**src/rtl/uni_bs2bin_counter.sv**
```systemverilog
// Unipolar stochastic-to-binary decoder: counts ones over 2^CNT_W qualified cycles after a SKIP flush.
// Optional macro BS2BIN_SAT_EN clamps the reported count to 2^CNT_W-1.
module uni_bs2bin_counter #(
  parameter int unsigned CNT_W = 8,
  parameter int unsigned SKIP  = 2
) (
  input  logic             clk,
  input  logic             rst,
  input  logic             start,
  input  logic             iEn,
  input  logic             iBit,
  output logic             oBusy,
  output logic             oValid,
  input  logic             iReady,
  output logic [CNT_W:0]   oCnt
);

  localparam int unsigned SKIP_W = 8;
  localparam int unsigned ACC_W  = CNT_W + 1;
`ifdef BS2BIN_SAT_EN
  localparam logic [ACC_W-1:0] SAT_MAX = {1'b0, {CNT_W{1'b1}}};
`endif

  typedef enum logic [1:0] {
    stIdle = 2'd0,
    stSkip = 2'd1,
    stAcc  = 2'd2,
    stDone = 2'd3
  } state_t;

  state_t              state, stateNext;
  logic [SKIP_W-1:0]   skipCnt, skipNext;
  logic [CNT_W-1:0]    winCnt, winNext;
  logic [ACC_W-1:0]    acc, accNext;
  logic [ACC_W-1:0]    cntNext;
  logic [ACC_W-1:0]    sum;
  logic [ACC_W-1:0]    finalCnt;
  logic                beginConv;
  logic                busyNext, validNext;

  // State and registered outputs
  always_ff @(posedge clk or posedge rst) begin
    if (rst) begin
      state   <= stIdle;
      skipCnt <= '0;
      winCnt  <= '0;
      acc     <= '0;
      oCnt    <= '0;
      oBusy   <= 1'b0;
      oValid  <= 1'b0;
    end else begin
      state   <= stateNext;
      skipCnt <= skipNext;
      winCnt  <= winNext;
      acc     <= accNext;
      oCnt    <= cntNext;
      oBusy   <= busyNext;
      oValid  <= validNext;
    end
  end

  // Next-state, counters and output values
  always_comb begin
    stateNext = state;
    skipNext  = skipCnt;
    winNext   = winCnt;
    accNext   = acc;
    cntNext   = oCnt;
    beginConv = 1'b0;
    sum       = acc + ACC_W'(iBit);
`ifdef BS2BIN_SAT_EN
    finalCnt  = sum[CNT_W] ? SAT_MAX : sum;
`else
    finalCnt  = sum;
`endif

    case (state)
      stIdle: begin
        if (start) beginConv = 1'b1;
      end
      stSkip: begin
        if (iEn) begin
          skipNext = skipCnt + SKIP_W'(1);
          if (skipCnt == SKIP_W'(SKIP - 1)) stateNext = stAcc;
        end
      end
      stAcc: begin
        if (iEn) begin
          accNext = sum;
          winNext = winCnt + CNT_W'(1);
          if (winCnt == {CNT_W{1'b1}}) begin
            stateNext = stDone;
            cntNext   = finalCnt;
          end
        end
      end
      stDone: begin
        // oValid is high throughout DONE, so iReady alone completes the handshake
        if (iReady) begin
          if (start) beginConv = 1'b1;
          else       stateNext = stIdle;
        end
      end
      default: stateNext = stIdle;
    endcase

    if (beginConv) begin
      stateNext = (SKIP > 0) ? stSkip : stAcc;
      skipNext  = '0;
      winNext   = '0;
      accNext   = '0;
    end

    busyNext  = (stateNext == stSkip) || (stateNext == stAcc);
    validNext = (stateNext == stDone);
  end

endmodule

```
**config.mk**
```make
export PLATFORM = sky130hd
export DESIGN_NAME = uni_bs2bin_counter
export DESIGN_NICKNAME = d
export VERILOG_FILES = /design/src/rtl/uni_bs2bin_counter.sv
export SDC_FILE = /design/constraint.sdc
export NUM_CORES = 1
export LEC_CHECK = 0
export ABC_AREA = 0
export CORE_MARGIN = 2
export CORE_UTILIZATION = 56
export CTS_CLUSTER_SIZE = 28
export DETAILED_ROUTE_END_ITERATION = 16
export GPL_TIMING_DRIVEN = 0
export PLACE_DENSITY = 0.78
export SLEW_MARGIN = 20
export SYNTH_ARGS = -nofsm -noshare
export SYNTH_HDL_FRONTEND = slang
export SYNTH_SLANG_ARGS = --single-unit
export TNS_END_PERCENT = 50
```
**constraint.sdc**
```tcl
create_clock -name clk -period 2.45 [get_ports clk]
set_clock_uncertainty 0.15 [all_clocks]
set_input_delay 0.49 -clock clk [delete_from_list [all_inputs] [get_ports clk]]
set_output_delay 0.49 -clock clk [all_outputs]
set_load 0.1 [all_outputs]
```
# Yosys cells after proc, flatten, opt, wreduce, memory -nomap -nowiden
# Cells that the tools add are included.
dict set report totals {
  elab_cells 46
  input_bits 6
  output_inout_bits 11
  regBits 38
}
dict set report classes {
  reduce_logical 8
  n_addsub 3
  muxes 20
  eq_ne 8
}
# operator n
set ops {}
lappend ops {{$mux 8} 6}
lappend ops {{$mux 9} 3}
lappend ops {{$add 8x1->8 const B} 2}
lappend ops {{$mux 2} 7}
lappend ops {{$add 9x1->9} 1}
lappend ops {{$eq 2x2->1 const B} 4}
lappend ops {{$eq 8x1->1 const B} 1}
lappend ops {{$eq 8x8->1 const B} 1}
lappend ops {{$pmux 2 s3} 1}
lappend ops {{$reduce_bool 2->1} 3}
lappend ops {{$eq 2x1->1 const B} 2}
lappend ops {{$reduce_and 2->1} 2}
lappend ops {{$reduce_and 3->1} 1}
lappend ops {{$logic_not 2->1} 1}
lappend ops {{$mux 1} 2}
lappend ops {{$pmux 1 s2} 1}
lappend ops {{$logic_or 1x1->1} 1}

# Longest topological paths before layout
dict set report depth {
  depth_word 7
  depth_mapped 8
  mapped_depth_nobuf 7
}

# Least setup slack after synthesis
# OpenSTA, ideal clock, no wires.
dict set report synth_path {
  kind {flip-flop to flip-flop}
  from {reg state[0]}
  to {reg oBusy}
  synth_period_minus_slack_ns 2.182
  setup_slack_ns 0.268
  required_time_ns 2.174
  setup_time_ns 0.126
  arrival_time_ns 1.906
  stages_incl_launch_ff 9
  path_cell_list {dfrtp_1 inv_1 ha_1 and3_1 buf_2 nand4_2 nor3_1 or4_1 ha_1}
}
dict set report synth_via {
  elab_chain_len 6
}
# element line
set synth_lines {}
lappend synth_lines {{from (decl)} 31} ;# state_t state, stateNext;
lappend synth_lines {{from (signal assigned)} 44} ;# state <= stIdle;
lappend synth_lines {{from (signal assigned)} 52} ;# state <= stateNext;
lappend synth_lines {{$mux 2, on equally long branches} {100, 84, 91}}
lappend synth_lines {{$mux 2, on equally long branches} {99, 82, 88}}
lappend synth_lines {{$pmux 2 s3} 77} ;# case (state)
lappend synth_lines {{$mux 2 *} 107} ;# if (beginConv) begin
lappend synth_lines {{net stateNext[0]} 31}
lappend synth_lines {{$eq 2x1->1 / $eq 2x2->1 (equally long branches)} 114} ;# busyNext = (stateNext == stSkip) || (stateNext == stAcc);
lappend synth_lines {{$logic_or 1x1->1 *} 114}
lappend synth_lines {{net busyNext} 39} ;# logic busyNext, validNext;
lappend synth_lines {{to (signal assigned)} 57} ;# oBusy <= busyNext;
lappend synth_lines {{to (decl)} 12} ;# output logic oBusy,
# Mark *: on every way through the listed nets, which the timed path passes. The rest lies on a longest branch.
# A chain may end at the register's enable or synchronous reset.

# Final worst setup path
dict set report layout_path {
  from {reg state[1]}
  to {reg oBusy}
}
# element line
set layout_lines {}
lappend layout_lines {{$eq 2x2->1, or another cell as far along} 77}
lappend layout_lines {{$pmux 2 s3 / $pmux 1 s2 (equally long branches)} 77}
lappend layout_lines {{$mux 2 *} 107}
lappend layout_lines {{net stateNext[0]} 31}
lappend layout_lines {{$eq 2x1->1 / $eq 2x2->1 (equally long branches)} 114}
lappend layout_lines {{$logic_or 1x1->1 *} 114}
lappend layout_lines {{net busyNext} 39}
# Marks and branches as above.

==> impl_metrics.xml <==
<?xml version="1.0" encoding="UTF-8"?>
<metrics>
  <group name="routing">
    <metric name="first_iter_violations" unit="">87</metric>
    <metric name="topRoutingLayerUsed" unit="">met4</metric>
    <metric name="post-route-drc-count" unit="">0</metric>
    <metric name="drt-wirelength-per-cell" unit="µm">14.0</metric>
    <metric name="detailed_routing_wirelength_on_met1" unit="µm">1490</metric>
    <metric name="first_pass_iters" unit="">4</metric>
    <metric name="dr_wl_met3" unit="µm">155</metric>
    <metric name="antenna_left" unit="">0</metric>
    <metric name="wirelength" unit="µm">3660</metric>
    <metric name="post_drt_via_cell_ratio" unit="">5.54</metric>
    <metric name="detailroute.wirelength.met2" unit="µm">1950</metric>
    <metric name="via_count" unit="">1451</metric>
  </group>
  <group name="sta">
    <metric name="worst_slew_pin_slew" unit="ns">0.962</metric>
    <metric name="setup_repair_after_global_routing_missed_its_margin" unit="">yes</metric>
    <metric name="final_period_minus_worst_setup_slack" unit="ns">2.36</metric>
    <metric name="fin_hold_ws" unit="ns">0.332</metric>
    <metric name="timing_max_transition_violations_final" unit="">0</metric>
    <metric name="report.final.hold_viol_count" unit="">0</metric>
    <metric name="max_freq" unit="GHz">0.424</metric>
    <metric name="timing.max_slew.rel_slack" unit="">0.358</metric>
    <metric name="setup_viol" unit="">0</metric>
    <metric name="setup_slack" unit="ns">0.0914</metric>
    <metric name="finalCritPeriodShare" unit="">0.963</metric>
  </group>
  <group name="setup_path">
    <metric name="critical-path-top-cell-by-count" unit="">sky130_fd_sc_hd__ha_1</metric>
    <metric name="cp_num_buf_inv" unit="">1</metric>
    <metric name="cpPeakStageDelay" unit="ns">0.51</metric>
    <metric name="worstSetupPathType" unit="">flop to flop</metric>
    <metric name="crit_path_cell_trace" unit="">inv_1 &gt; ha_1 &gt; nor4_2 &gt; and4b_1 &gt; nor2_1 &gt; or4_1 &gt; ha_1</metric>
    <metric name="arrival" unit="ns">2.45</metric>
    <metric name="critPathMaxFanout" unit="">5</metric>
    <metric name="timing.critical_path.max_delay_family" unit="">simple AND/OR/NAND/NOR gates</metric>
    <metric name="cp_slowest_cell" unit="">sky130_fd_sc_hd__or4_1</metric>
    <metric name="worst_setup_end_kind" unit="">flop</metric>
    <metric name="timing.critical_path.from_type" unit="">flop</metric>
    <metric name="critical_path_required" unit="ns">2.54</metric>
  </group>
  <group name="finish">
    <metric name="final_layout_size_suffix_gt1_frac" unit="">0.0833</metric>
    <metric name="utilization" unit="">0.670</metric>
    <metric name="area_overhead_vs_synth" unit="%">16.6</metric>
    <metric name="nNetsFinal" unit="">232</metric>
    <metric name="layout.cells.most_common_list" unit="">sky130_fd_sc_hd__dfrtp_1, sky130_fd_sc_hd__nor2_1, sky130_fd_sc_hd__nand2_1, sky130_fd_sc_hd__xor2_1</metric>
    <metric name="mostFrequentLayoutCell" unit="">sky130_fd_sc_hd__dfrtp_1</metric>
    <metric name="finish.cell_count_without_fillers" unit="">262</metric>
    <metric name="insertedDiodeCount" unit="">0</metric>
  </group>
  <group name="logic_synthesis">
    <metric name="main_combinational_cell_family_by_area_after_synthesis" unit="">simple AND/OR/NAND/NOR gates</metric>
    <metric name="synthesis.area" unit="µm²">1900</metric>
    <metric name="netlist-cell-type-count" unit="">28</metric>
    <metric name="complex_gate_fraction_of_the_synthesized_area" unit="">0.0625</metric>
    <metric name="synth_sequential_area_ratio" unit="">0.500</metric>
    <metric name="synth-xor-area-share" unit="">0.115</metric>
    <metric name="synth_warnings" unit="">0</metric>
    <metric name="syn-num-nets" unit="">208</metric>
    <metric name="postSynth.topFlopCell" unit="">sky130_fd_sc_hd__dfrtp_1</metric>
    <metric name="syn-instance-count" unit="">191</metric>
    <metric name="number_of_synthesized_flops_with_an_enable_pin" unit="">0</metric>
    <metric name="synth_simple_gate_area_frac" unit="">0.215</metric>
    <metric name="synth-adder-area-share" unit="">0.0724</metric>
    <metric name="postSynth.asyncResetShare" unit="">1.00</metric>
    <metric name="synth.area.mux_share" unit="">0.0118</metric>
    <metric name="synth-seq-cells" unit="">38</metric>
    <metric name="post_synth.cell_area_avg" unit="µm²">9.96</metric>
  </group>
  <group name="cts">
    <metric name="cts.root.buffer_cell" unit="">sky130_fd_sc_hd__clkbuf_4</metric>
    <metric name="cts_buffer_depth" unit="">2</metric>
    <metric name="cts-buffers-inserted" unit="">5</metric>
    <metric name="tritoncts" unit="">done</metric>
    <metric name="cts_hold_buffers" unit="">0</metric>
    <metric name="cts.sinks" unit="">38</metric>
    <metric name="clk-insertion-delay-late" unit="ns">0.35</metric>
    <metric name="cts-htree-levels" unit="">2</metric>
    <metric name="cts.clk_slew.worst_paths" unit="ns">0.10</metric>
  </group>
  <group name="power_and_ir_drop">
    <metric name="power_density" unit="nW/µm²">807</metric>
    <metric name="share_comb_of_total_power" unit="">0.349</metric>
    <metric name="power.static_leakage" unit="nW">1.08</metric>
    <metric name="pwr-share-clk" unit="">0.224</metric>
    <metric name="p_seq_frac" unit="">0.426</metric>
    <metric name="switching_fraction" unit="">0.387</metric>
    <metric name="p_sw" unit="W">0.000693</metric>
    <metric name="internal_power" unit="W">0.00110</metric>
    <metric name="ir_drop" unit="mV">0.757</metric>
  </group>
  <group name="global_route">
    <metric name="initial_antenna_violation_count" unit="">0</metric>
    <metric name="total_global_routing_overflow" unit="">0</metric>
    <metric name="pin_count_of_the_biggest_net_entering_global_routing" unit="">39</metric>
    <metric name="grt_pass1_wl" unit="µm">6350</metric>
    <metric name="grt.total_usage" unit="">0.209</metric>
    <metric name="grt_pass1_vias" unit="">1478</metric>
  </group>
  <group name="placed_design">
    <metric name="dp_worst_slack" unit="ns">-0.293</metric>
    <metric name="sum_of_net_half_perimeters_after_detailed_placement" unit="µm">2570</metric>
    <metric name="placement.io_buffers" unit="">16</metric>
    <metric name="gpl_wtd_cong" unit="">0.826</metric>
    <metric name="place_inst" unit="">253</metric>
  </group>
  <group name="floorplan">
    <metric name="number_of_primary_i_o_pins" unit="">17</metric>
    <metric name="floorplan.core_area" unit="µm²">3310</metric>
    <metric name="chipWidth" unit="µm">62.3</metric>
    <metric name="rows" unit="">21</metric>
    <metric name="dieHeight" unit="µm">62.3</metric>
    <metric name="fp.dieArea" unit="µm²">3880</metric>
    <metric name="initial_core_util" unit="">0.574</metric>
  </group>
  <group name="flow_run">
    <metric name="max_cap_violations" unit="">0</metric>
  </group>
  <group name="run_status">
    <metric name="status" unit="">completed</metric>
  </group>
  <group name="hold_path">
    <metric name="min_path_type" unit="">flop to flop</metric>
  </group>
</metrics>
## sequential cells by signal (all words and copies together) (netlist names)
register and flops:
skipCnt 8, oCnt 9, acc 9, oBusy 1
state 2, winCnt 8, oValid 1
## stage by stage
| step | setup TNS [ns] | instance area (µm²) | total power [W] |
|---|---|---|---|
| final | 0 | 2220 | 0.00179 |
| after global routing | -0.0210 | 2220 | 0.00191 |
| after CTS | 0 | 2200 | 0.00178 |
| after detailed placement | -0.507 | 2120 | 0.00137 |
| after global placement | -0.389 | 2120 | 0.00132 |
| after floorplan | 0 | 1900 | 0.00120 |
## kinds of logic after synthesis
family,after synthesis
fa+ha+maj,11
flops,38
buf+inv,11
mux,2
compound gates,22
xor+xnor,25
simple gates,82
## path summary, 6_finish.rpt
path | from | cells past startpoint | slack, ns | endpoint
worst max-delay path | state[1]$_DFF_PP0_ | 7 | 0.09 | oBusy$_DFF_PP0_
worst min-delay path | oCnt[5]$_DFFE_PP0P_ | 2 | 0.33 | oCnt[5]$_DFFE_PP0P_
worst max register to register | state[1]$_DFF_PP0_ | 7 | 0.09 | oBusy$_DFF_PP0_
worst min register to register | oCnt[5]$_DFFE_PP0P_ | 2 | 0.33 | oCnt[5]$_DFFE_PP0P_
max in group asynchronous | rst | 2 | 1.22 | oCnt[0]$_DFFE_PP0P_
min in group asynchronous | rst | 2 | 0.43 | oCnt[8]$_DFFE_PP0P_
## metal layers
metal,vias to the layer above,GRT usage
met4,0,0.100
met5,-,0
met1,703,0.211
li1,701,-
met3,9,0.0688
met2,38,0.387
## synth_stat cells (2+ instances only)
master / count / area share
sky130_fd_sc_hd__dfrtp_1: 38 / 0.50
sky130_fd_sc_hd__nor2_1: 26 / 0.051
sky130_fd_sc_hd__nand2_1: 21 / 0.041
sky130_fd_sc_hd__xor2_1: 16 / 0.074
sky130_fd_sc_hd__ha_1: 11 / 0.072
sky130_fd_sc_hd__o21ai_0: 11 / 0.029
sky130_fd_sc_hd__a21oi_1: 9 / 0.024
sky130_fd_sc_hd__xnor2_1: 9 / 0.041
sky130_fd_sc_hd__nand3_1: 8 / 0.021
sky130_fd_sc_hd__nand4_1: 6 / 0.020
sky130_fd_sc_hd__inv_1: 5 / 0.0099
sky130_fd_sc_hd__and4_1: 4 / 0.018
sky130_fd_sc_hd__clkbuf_1: 4 / 0.0079
sky130_fd_sc_hd__nor3_1: 4 / 0.011
sky130_fd_sc_hd__or3_1: 3 / 0.0099
sky130_fd_sc_hd__and3_1: 2 / 0.0066
sky130_fd_sc_hd__buf_2: 2 / 0.0053
sky130_fd_sc_hd__mux2_2: 2 / 0.012
## repair_timing
item / CTS / global route
setup buffers: 0 / 1
cloned: 0 / 0
endpoints found under the setup margin: 11 / 3
gates resized for setup: 12 / 4
## power by group through the flow
stage | logic, W | registers (W) | clock network [W]
after floorplan | 0.000344 | 0.000859 | 0
after global placement | 0.000551 | 0.000771 | 0
after detailed placement | 0.000593 | 0.000775 | 0
after CTS | 0.000609 | 0.000763 | 0.000410
after global routing | 0.000694 | 0.000771 | 0.000448
final | 0.000626 | 0.000763 | 0.000401
## layout make-up
cell class,count,area [µm²]
fill,275,1090
sequential,38,951
multi-input combinational,142,928
timing repair buffer,17,158
clock buffer,8,78.8
tap,46,57.6
buffer,6,26.3
inverter,5,18.8
## worst register-to-register path, delay by kind of cell (launching register included)
kind / cells / cell delay [ns]
flip-flops: 1 / 0.41
AND/OR/NAND/NOR: 4 / 1.02
adder cells (fa/ha/maj): 2 / 0.57
buffers and inverters: 1 / 0.10
(Power assumes the default switching activity.)
